## src/rtl/kernel_read_assist.sv

```systemverilog
// kernel_read_assist: walks kernel RAM as (bank, offset) and streams the returned words, re-tagged, in issue order.
// The KERNEL_READ_ASSIST_LINEAR_EN macro builds the linear-index tag; when it is undefined, o_linear is tied to 0.
module kernel_read_assist #(
  parameter int DIVIDEND_WIDTH = 20,
  parameter int DIVISOR        = 288,
  parameter int DATA_WIDTH     = 16,
  parameter int RAM_LATENCY    = 2,
  parameter int FIFO_DEPTH     = 4
) (
  input  logic                          clk,
  input  logic                          rst_n,
  input  logic                          start,
  input  logic [DIVIDEND_WIDTH/2-1:0]   kernel_first,
  input  logic [DIVIDEND_WIDTH/2-1:0]   kernel_count,
  output logic                          busy,
  output logic                          done,
  output logic                          rd_en,
  output logic [DIVIDEND_WIDTH/2-1:0]   rd_bank,
  output logic [DIVIDEND_WIDTH/2-1:0]   rd_offset,
  input  logic [DATA_WIDTH-1:0]         rd_data,
  output logic [DATA_WIDTH-1:0]         o_data,
  output logic [DIVIDEND_WIDTH/2-1:0]   o_quotient,
  output logic [DIVIDEND_WIDTH/2-1:0]   o_remainder,
  output logic [DIVIDEND_WIDTH-1:0]     o_linear,
  output logic                          o_valid,
  input  logic                          o_ready
);
  localparam int W  = DIVIDEND_WIDTH;
  localparam int H  = DIVIDEND_WIDTH / 2;
  localparam int PW = (FIFO_DEPTH > 1) ? $clog2(FIFO_DEPTH) : 1;
  localparam int CW = $clog2(FIFO_DEPTH + RAM_LATENCY + 1) + 1;
  localparam logic [H-1:0]  OFF_LAST = H'(DIVISOR - 1);
  localparam logic [PW-1:0] PTR_LAST = PW'(FIFO_DEPTH - 1);
  localparam logic [CW-1:0] DEPTH_C  = CW'(FIFO_DEPTH);
  localparam logic [1:0] IDLE = 2'd0, RUN = 2'd1, DRAIN = 2'd2, DONE = 2'd3;

  logic [1:0]      state_q, state_d;
  logic [H-1:0]    bank_q, bank_d, offset_q, offset_d, last_bank_q, last_bank_d;
  logic            pipe_vld_q  [RAM_LATENCY];
  logic            pipe_vld_d  [RAM_LATENCY];
  logic [H-1:0]    pipe_bank_q [RAM_LATENCY];
  logic [H-1:0]    pipe_bank_d [RAM_LATENCY];
  logic [H-1:0]    pipe_off_q  [RAM_LATENCY];
  logic [H-1:0]    pipe_off_d  [RAM_LATENCY];
  logic [DATA_WIDTH-1:0] mem_dat_q [FIFO_DEPTH];
  logic [H-1:0]    mem_bank_q [FIFO_DEPTH];
  logic [H-1:0]    mem_off_q  [FIFO_DEPTH];
  logic [PW-1:0]   wr_ptr_q, wr_ptr_d, rd_ptr_q, rd_ptr_d;
  logic [CW-1:0]   cnt_q, cnt_d, in_flight;
  logic            issue, last_issue, push, pop;

  always_comb begin
    in_flight = '0;
    for (int i = 0; i < RAM_LATENCY; i++) in_flight = in_flight + CW'(pipe_vld_q[i]);
    // Reserve a FIFO slot for every read still in the RAM so o_ready never matters for overflow.
    issue      = (state_q == RUN) && ((in_flight + cnt_q) < DEPTH_C);
    last_issue = issue && (bank_q == last_bank_q) && (offset_q == OFF_LAST);
    push       = pipe_vld_q[RAM_LATENCY-1];
    pop        = (cnt_q != '0) && o_ready;

    state_d     = state_q;
    bank_d      = bank_q;
    offset_d    = offset_q;
    last_bank_d = last_bank_q;
    case (state_q)
      IDLE: begin
        if (start) begin
          bank_d      = kernel_first;
          offset_d    = '0;
          last_bank_d = kernel_first + kernel_count - H'(1);
          state_d     = (kernel_count != '0) ? RUN : DONE;
        end
      end
      RUN: begin
        if (issue) begin
          if (offset_q == OFF_LAST) begin
            offset_d = '0;
            bank_d   = bank_q + H'(1);
          end else begin
            offset_d = offset_q + H'(1);
          end
        end
        if (last_issue) state_d = DRAIN;
      end
      DRAIN: begin
        if ((cnt_q == '0) && (in_flight == '0)) state_d = DONE;
      end
      default: state_d = IDLE;
    endcase

    pipe_vld_d[0]  = issue;
    pipe_bank_d[0] = bank_q;
    pipe_off_d[0]  = offset_q;
    for (int i = 1; i < RAM_LATENCY; i++) begin
      pipe_vld_d[i]  = pipe_vld_q[i-1];
      pipe_bank_d[i] = pipe_bank_q[i-1];
      pipe_off_d[i]  = pipe_off_q[i-1];
    end

    wr_ptr_d = push ? ((wr_ptr_q == PTR_LAST) ? '0 : wr_ptr_q + PW'(1)) : wr_ptr_q;
    rd_ptr_d = pop  ? ((rd_ptr_q == PTR_LAST) ? '0 : rd_ptr_q + PW'(1)) : rd_ptr_q;
    cnt_d    = cnt_q + CW'(push) - CW'(pop);
  end

  always_ff @(posedge clk or negedge rst_n) begin
    if (!rst_n) begin
      state_q     <= IDLE;
      bank_q      <= '0;
      offset_q    <= '0;
      last_bank_q <= '0;
      wr_ptr_q    <= '0;
      rd_ptr_q    <= '0;
      cnt_q       <= '0;
      for (int i = 0; i < RAM_LATENCY; i++) begin
        pipe_vld_q[i]  <= 1'b0;
        pipe_bank_q[i] <= '0;
        pipe_off_q[i]  <= '0;
      end
      for (int i = 0; i < FIFO_DEPTH; i++) begin
        mem_dat_q[i]  <= '0;
        mem_bank_q[i] <= '0;
        mem_off_q[i]  <= '0;
      end
    end else begin
      state_q     <= state_d;
      bank_q      <= bank_d;
      offset_q    <= offset_d;
      last_bank_q <= last_bank_d;
      wr_ptr_q    <= wr_ptr_d;
      rd_ptr_q    <= rd_ptr_d;
      cnt_q       <= cnt_d;
      for (int i = 0; i < RAM_LATENCY; i++) begin
        pipe_vld_q[i]  <= pipe_vld_d[i];
        pipe_bank_q[i] <= pipe_bank_d[i];
        pipe_off_q[i]  <= pipe_off_d[i];
      end
      if (push) begin
        mem_dat_q[wr_ptr_q]  <= rd_data;
        mem_bank_q[wr_ptr_q] <= pipe_bank_q[RAM_LATENCY-1];
        mem_off_q[wr_ptr_q]  <= pipe_off_q[RAM_LATENCY-1];
      end
    end
  end

`ifdef KERNEL_READ_ASSIST_LINEAR_EN
  logic [W-1:0] lin_q, lin_d;
  logic [W-1:0] pipe_lin_q [RAM_LATENCY];
  logic [W-1:0] pipe_lin_d [RAM_LATENCY];
  logic [W-1:0] mem_lin_q  [FIFO_DEPTH];

  always_comb begin
    lin_d = lin_q;
    if ((state_q == IDLE) && start) lin_d = W'(kernel_first) * W'(DIVISOR);
    else if (issue)                 lin_d = lin_q + W'(1);
    pipe_lin_d[0] = lin_q;
    for (int i = 1; i < RAM_LATENCY; i++) pipe_lin_d[i] = pipe_lin_q[i-1];
  end

  always_ff @(posedge clk or negedge rst_n) begin
    if (!rst_n) begin
      lin_q <= '0;
      for (int i = 0; i < RAM_LATENCY; i++) pipe_lin_q[i] <= '0;
      for (int i = 0; i < FIFO_DEPTH; i++)  mem_lin_q[i]  <= '0;
    end else begin
      lin_q <= lin_d;
      for (int i = 0; i < RAM_LATENCY; i++) pipe_lin_q[i] <= pipe_lin_d[i];
      if (push) mem_lin_q[wr_ptr_q] <= pipe_lin_q[RAM_LATENCY-1];
    end
  end

  assign o_linear = o_valid ? mem_lin_q[rd_ptr_q] : '0;
`else
  assign o_linear = '0;
`endif

  // Head of FIFO is presented directly; outputs read 0 whenever nothing is valid.
  assign o_valid     = (cnt_q != '0);
  assign o_data      = o_valid ? mem_dat_q[rd_ptr_q]  : '0;
  assign o_quotient  = o_valid ? mem_bank_q[rd_ptr_q] : '0;
  assign o_remainder = o_valid ? mem_off_q[rd_ptr_q]  : '0;
  assign busy        = (state_q != IDLE);
  assign done        = (state_q == DONE);
  assign rd_en       = issue;
  assign rd_bank     = bank_q;
  assign rd_offset   = offset_q;
endmodule

```

## config.mk

```make
export PLATFORM = sky130hd
export DESIGN_NAME = kernel_read_assist
export DESIGN_NICKNAME = d
export VERILOG_FILES = /design/src/rtl/kernel_read_assist.sv
export SDC_FILE = /design/constraint.sdc
export NUM_CORES = 1
export LEC_CHECK = 0
export BUFFER_PORTS_ARGS = -buffer_cell sky130_fd_sc_hd__buf_4
export CORE_MARGIN = 3
export CORE_UTILIZATION = 60
export CTS_BUF_LIST = sky130_fd_sc_hd__clkbuf_8
export DETAILED_ROUTE_END_ITERATION = 10
export GPL_TIMING_DRIVEN = 1
export PLACE_DENSITY_LB_ADDON = 0.05
export SLEW_MARGIN = 10
export SYNTH_ARGS = -nofsm -noshare
export SYNTH_HDL_FRONTEND = slang
export SYNTH_SLANG_ARGS = --single-unit
```

## constraint.sdc

```tcl
create_clock -name clk -period 4.21 [get_ports clk]
set_input_delay 0.842 -clock clk [delete_from_list [all_inputs] [get_ports clk]]
set_output_delay 0.842 -clock clk [all_outputs]
set_load 0.02 [all_outputs]
```

==> metrics.md, run 1 <==
| Metric | Value |
|---|---|
| Post-cts resize count | 0 |
| Post-synthesis cell count | 859 |
| Clock Skews | 9.43 ps |
| Via count | 6873 |
| TritonCTS buffer count | 37 |
| CP Data Required Time | 3370 ps |
| Logic pwr share | 37.0% |
| Fin cells | 1192 |
| Cell Pwr Density | 657 nW/µm² |
| GRT overflow | 0 |
| Initial DRT Pass Iterations | 5 |
| Max cap viols | 0 |
| Mean Syn Cell Area | 12.8 µm² |
| CP Capture Type | output pin |
| Setup TNS | 0 ps |
| Most frequent cell on the critical path | ha_1 |
| Max-slew violations | 0 |
| Final antenna-violating net count | 0 |
| Worst EP arrival | 2580 ps |
| CTS tree | yes |
| Distinct cells, synth | 62 |
| Clock share of power | 22.7% |
| Die height | 141 µm |
| Inst Count DP | 1129 |
| Switch share | 32.9% |
| Final hold viol count | 0 |
| Synth Register Bits | 226 |
| Largest net degree at the start of global routing | 124 |
| Worst setup SP type | flop |
| Worst hold path class | flop to flop |
| R2R Setup Slk | 1330 ps |
| Overall Global Routing Usage | 23.2% |
| Share of cells above drive strength 1 | 36.5% |
| Drt total wl | 22600 µm |
| Synth async-reset ratio | 100% |
| Setup CP Type | flop to output pin |
| Crit-path max FO | 9 |
| DRT iter0 DRCs | 342 |
| Routability cong. | 0.912 |
| Core area | 17700 µm² |
| RSZ-0062 raised after global routing | no |
| WL/cell | 19.0 µm |
| Final nets | 1022 |
| H-tree levels | 2 |
| Final setup vio count | 0 |
| Worst path max stage delay | 500 ps |
| Slew margin rel. | 26.7% |
| # diodes | 0 |
| CTS Hold Bufs | 0 |
| Placement Rows | 48 |
| Worst slew pin tran | 1100 ps |
| CTS root buf | clkbuf_8 |
| Status | finished clean |
| Initial core utilization | 62.4% |
| Number of global-route vias before repair | 7267 |
| Die footprint | 20000 µm² |
| Number of buffers added on ports | 99 |
| Psw | 2700 µW |
| Ys flop type | dfrtp_1 |
| Clock latency at the later pin of the worst-skew pair | 510 ps |
| Clock tree buffer depth | 3 |
| Final Cycle Share | 81.3% |
| Worst slack, placed | 1040 ps |
| Number of vias per cell | 5.77 |
| Io pins | 120 |
| Post-route setup slack | 786 ps |
| Clock transition at path regs | 60 ps |
| Max IR drop VDD | 540 µV |
| Layout area overhead | 13.2% |
| Setup bufs post-CTS | 0 |
| Power Internal | 5500 µW |
| Die Wd | 141 µm |
| DRC viols | 0 |
| Initial antenna violation count | 0 |
| First-pass GRT wire length | 37400 µm |
| Sequential area share after synthesis | 51.4% |
| Cell Area, Synth | 11000 µm² |
| Leak Pwr | 0.00573 µW |
| Slowest cell on the critical path | dfrtp_1 |
| Post-route minimum period | 3420 ps |
| Total clock sinks | 226 |
| Part of the power in registers | 40.3% |
| Critical path cell sequence | ha_1, ha_1, a31oi_1, mux2_4, nor2_1, buf_4 |
| Synth warn | 0 |
| Post-DP HPWL | 14900 µm |
| Final Util | 70.6% |
| Fmax | 292 MHz |
| Post-synth EDFFs | 0 |
[through the flow]
stage / cell area (µm²) / hold WS [ps] / total power [µW]
after floorplan: 11100 / 331 / 5370
after global placement: 11700 / 332 / 6240
after detailed placement: 11700 / 336 / 6420
after CTS: 12500 / 348 / 8300
after global routing: 12500 / 350 / 8690
final: 12500 / 346 / 8190
[cell usage in the layout, fill, tap and decap left out, types with 6 or more instances in the layout]
| cell type | netlist | final |
|---|---|---|
| a21o_1 | 7 | 7 |
| a21oi_1 | 15 | 15 |
| and2_1 | 36 | 36 |
| buf_4 | 41 | 102 |
| clkbuf_8 | 0 | 43 |
| conb_1 | 1 | 20 |
| dfrtp_1 | 226 | 224 |
| ha_1 | 37 | 37 |
| inv_1 | 52 | 68 |
| mux2_2 | 149 | 149 |
| mux4_2 | 36 | 36 |
| nand2_1 | 35 | 31 |
| nand3_1 | 16 | 16 |
| nand4_1 | 10 | 10 |
| nor2_1 | 23 | 23 |
| nor2b_1 | 6 | 6 |
| nor3_1 | 8 | 8 |
| o21ai_0 | 26 | 26 |
| xnor2_1 | 15 | 15 |
[cells by family after synthesis]
logic type / after synthesis / share of synthesized area (%)
simple gates: 171 / 8.73
mux: 191 / 23.2
compound gates: 81 / 4.77
xor+xnor: 17 / 1.35
fa+ha+maj: 39 / 4.57
flops: 226 / 51.4
other cells: 1 / 0.0341
buf+inv: 133 / 5.99
[flip-flops by register name (all words and copies together) (netlist names)]
register,flops
cnt_q,4
last_bank_q,10
mem_bank_q,40
mem_dat_q,64
mem_off_q,40
pipe_bank_d,10
pipe_bank_q,10
pipe_off_d,10
pipe_off_q,10
pipe_vld_d,1
push,1
rd_bank,10
rd_offset,10
rd_ptr_q,2
state_q,2
wr_ptr_q,2
[Yosys cell counts (6+ instances only)]
cell type / number / area (µm²)
clkbuf_1: 32 / 120
a21o_1: 7 / 52.6
buf_4: 41 / 308
and2_1: 36 / 225
nand2_1: 35 / 131
dfrtp_1: 226 / 5660
nor2_1: 23 / 86.3
nand4_1: 10 / 62.6
nor2b_1: 6 / 37.5
mux2_2: 149 / 1680
inv_1: 52 / 195
ha_1: 37 / 463
mux4_2: 36 / 811
xnor2_1: 15 / 131
nand3_1: 16 / 80.1
a21oi_1: 15 / 75.1
nor3_1: 8 / 40.0
o21ai_0: 26 / 130
[worst paths after layout]
kind                                from             to  cells past startpoint
max                                 push          rd_en                      6
min                        pipe_off_d[4]  pipe_off_q[4]                      0
max reg2reg                         push     rd_bank[9]                      7
min reg2reg                pipe_off_d[4]  pipe_off_q[4]                      0
max in group asynchronous          rst_n  pipe_off_q[7]                      2
min in group asynchronous          rst_n  mem_bank_q[5]                      1
[power groups by stage]
stage / Clock (µW) / Sequential [µW] / Combinational, µW
2_1_floorplan: 0 / 3080 / 2290
3_3_place_gp: 0 / 3260 / 2980
3_5_place_dp: 0 / 3350 / 3080
4_1_cts: 1910 / 3310 / 3080
5_1_grt: 2030 / 3380 / 3280
6_report: 1860 / 3300 / 3030
[area by class of cell]
class	instances	area, µm²
Tap cell	225	282
Clock buffer	43	592
Fill cell	1270	5190
Sequential cell	226	5660
Timing Repair Buffer	105	821
Multi-Input combinational cell	519	4780
Clock inverter	20	134
Inverter	54	203
[metal layers]
| layer | wire (µm) | vias up | global-route usage [%] | share of wire (%) |
|---|---|---|---|---|
| li1 | - | 3173 | - | - |
| met1 | 10100 | 3498 | 31.9 | 45 |
| met2 | 11200 | 169 | 39.0 | 50 |
| met3 | 941 | 33 | 3.84 | 4.2 |
| met4 | 363 | 0 | 5.71 | 1.6 |
| met5 | 0 | - | 0 | 0 |
[worst max-delay path, delay by kind of cell, from the launching register on]
family,cells,cell delay [ps]
AOI/OAI and AO/OA,1,280
muxes,1,390
buffers and inverters,1,180
DFF,1,500
adders and majority gates,2,520
and+or+nand+nor,1,190
No activity file was read; power rests on OpenSTA's default activity.
==> run 2, diff against run 1 <==
==> constraint.sdc (replaced) <==
create_clock -name clk -period 3.51 [get_ports clk]
set_input_delay 0.702 -clock clk [delete_from_list [all_inputs] [get_ports clk]]
set_output_delay 0.702 -clock clk [all_outputs]
set_load 0.02 [all_outputs]
==> run 2 against run 1 <==
Compared with the run above:
- total power increased by 22%
- first-iteration DRC count shrank 2.0%
- die area unchanged
- non-clock buffer count rose by 2
- wire length about the same
- clock power rose by 27%
- global-route usage is 0.20 points higher
- worst hold slack worse by 160 ps
==> metrics.md, run 2 (synthesized netlist as in run 1, its figures left out) <==
| Metric | Value |
|---|---|
| RR Startpoint | push |
| Number of vias per cell | 5.83 (+1.1%) |
| Io pins | 120 (unchanged) |
| Final hold viol count | 0 (unchanged) |
| Number of global-route vias before repair | 7434 (+2.3%) |
| Post-DP HPWL | 15100 µm (+1.2%) |
| Max reg flops | 64 (unchanged) |
| Worst hold path class | input pin to async pin |
| R2R depth | 7 (unchanged) |
| Final Instance Area | 12600 µm² (+0.76%) |
| Die height | 141 µm (unchanged) |
| Largest Register | mem_dat_q |
| Largest net degree at the start of global routing | 97 (-22%) |
| R2R Setup Slk | 790 ps (-540 ps) |
| Top flop regs | mem_dat_q x64, mem_bank_q x40, mem_off_q x40 |
| Leak Pwr | 0.00574 µW (+0.33%) |
| Initial core utilization | 62.4% (unchanged) |
| Clock transition at path regs | 60 ps (about the same) |
| Final nets | 1025 (+0.29%) |
| Final antenna-violating net count | 0 (unchanged) |
| Setup bufs post-CTS | 0 (unchanged) |
| Via count | 6969 (+1.4%) |
| Fmax | 304 MHz |
| Max IR drop VDD | 667 µV (+23%) |
| Number of buffers added on ports | 99 (unchanged) |
| Crit-path max FO | 9 (unchanged) |
| Final setup vio count | 0 (unchanged) |
| Total clock sinks | 226 (unchanged) |
| Initial antenna violation count | 0 (unchanged) |
| Setup TNS | 0 ps (unchanged) |
| Status | finished clean |
| TritonCTS buffer count | 38 (+2.7%) |
| CP Data Required Time | 2810 ps (-560 ps) |
| Share of cells above drive strength 1 | 37.8% (+1.3 points) |
| Post-route minimum period | 3290 ps |
| RSZ-0062 raised after global routing | no |
| CP Capture Point | rd_en |
| Worst EP arrival | 2590 ps (about the same) |
| Tot Pwr | 9980 µW (+22%) |
| Core area | 17700 µm² (unchanged) |
| Max-slew violations | 0 (unchanged) |
| DRT iter0 DRCs | 335 (-2.0%) |
| Post-DP Area | 11800 µm² (+0.23%) |
| CTS tree | yes |
| Post-route setup slack | 222 ps (-564 ps) |
| Overall Global Routing Usage | 23.4% (+0.20 points) |
| Clock latency at the later pin of the worst-skew pair | 520 ps (about the same) |
| CP Capture Type | output pin |
| # diodes | 0 (unchanged) |
| WL/cell | 18.9 µm (-0.40%) |
| H-tree levels | 2 (unchanged) |
| Final hold slack | 184 ps (-162 ps) |
| CTS Hold Bufs | 0 (unchanged) |
| Max cap viols | 0 (unchanged) |
| Most common cell after layout, fill and taps aside | dfrtp_1 |
| GRT overflow | 0 (unchanged) |
| Clock tree buffer depth | 3 (unchanged) |
| Layout area overhead | 14.1% |
| Placement Rows | 48 (unchanged) |
| Clock Skews | 20.6 ps (+11.2 ps) |
| Routability cong. | 0.909 (-0.30%) |
| Die Wd | 141 µm (unchanged) |
| Reg-to-Reg End | rd_offset[5] |
| Final Cycle Share | 93.7% |
| Setup crit start | push |
| CTS root buf | clkbuf_8 |
| Slew margin rel. | 25.7% (-1.0 points) |
| Worst slew pin tran | 1110 ps (+14.9 ps) |
| Drt total wl | 22600 µm (about the same) |
| Initial DRT Pass Iterations | 5 (unchanged) |
| Cell Pwr Density | 795 nW/µm² (+21%) |
| Post-cts resize count | 0 (unchanged) |
| DRC viols | 0 (unchanged) |
| First-pass GRT wire length | 37500 µm (+0.30%) |
| Most frequent cells in the layout | dfrtp_1 (224), mux2_2 (149), buf_4 (103) |
| Setup CP Type | flop to output pin |
| Worst setup SP type | flop |
| Worst slack, placed | 468 ps (-576 ps) |
| Die footprint | 20000 µm² (unchanged) |
## run 2: cell type report
cell class / count / area [µm²]
flip-flops and latches: 226 / 5660
fillers: 1251 / 5100
multi-input cells: 519 / 4780
repair buffers: 107 / 848
clock buffers: 54 / 743
well taps: 225 / 282
inverters: 54 / 203
clock inverters: 11 / 50.0
## run 2: worst max-delay path, cell delays in order (launching register included)
cell and delay, ps:
dfrtp_1 500, ha_1 240, ha_1 270, a31oi_1 290, mux2_4 390, nor2_1 190
buf_4 180
## run 2: through the flow
stage               utilization [%]  cells
global placement               66.6   1131
global route                   71.1   1196
floorplan                         -    878
finish                         71.1   1196
detailed placement             66.6   1131
CTS                            71.1   1196
## run 2: routing by layer
metal / GRT usage (%) / routed length, µm
met5: 0 / 0
met4: 6.72 / 429
met3: 4.18 / 1030
met2: 40.5 / 11500
met1: 30.5 / 9630
## run 2: worst min-delay path by stage
stage	depth (start not counted)	startpoint	slack [ps]	to
2_1_floorplan	0	pipe_bank_d[0]	330	pipe_bank_q[0]
3_3_place_gp	0	pipe_off_d[1]	330	pipe_off_q[1]
3_5_place_dp	0	pipe_bank_d[0]	330	pipe_bank_q[0]
4_1_cts	1	rst_n	210	mem_bank_q[25]
5_1_grt	1	rst_n	240	pipe_bank_q[5]
6_report	1	rst_n	180	pipe_bank_q[5]
## run 2: power breakdown
| part | total (µW) | switching [µW] | internal [µW] |
|---|---|---|---|
| sequential | 3940 | 564 | 3370 |
| combinational | 3680 | 1700 | 1990 |
| clock | 2360 | 1010 | 1360 |
| total | 9980 | 3270 | 6710 |
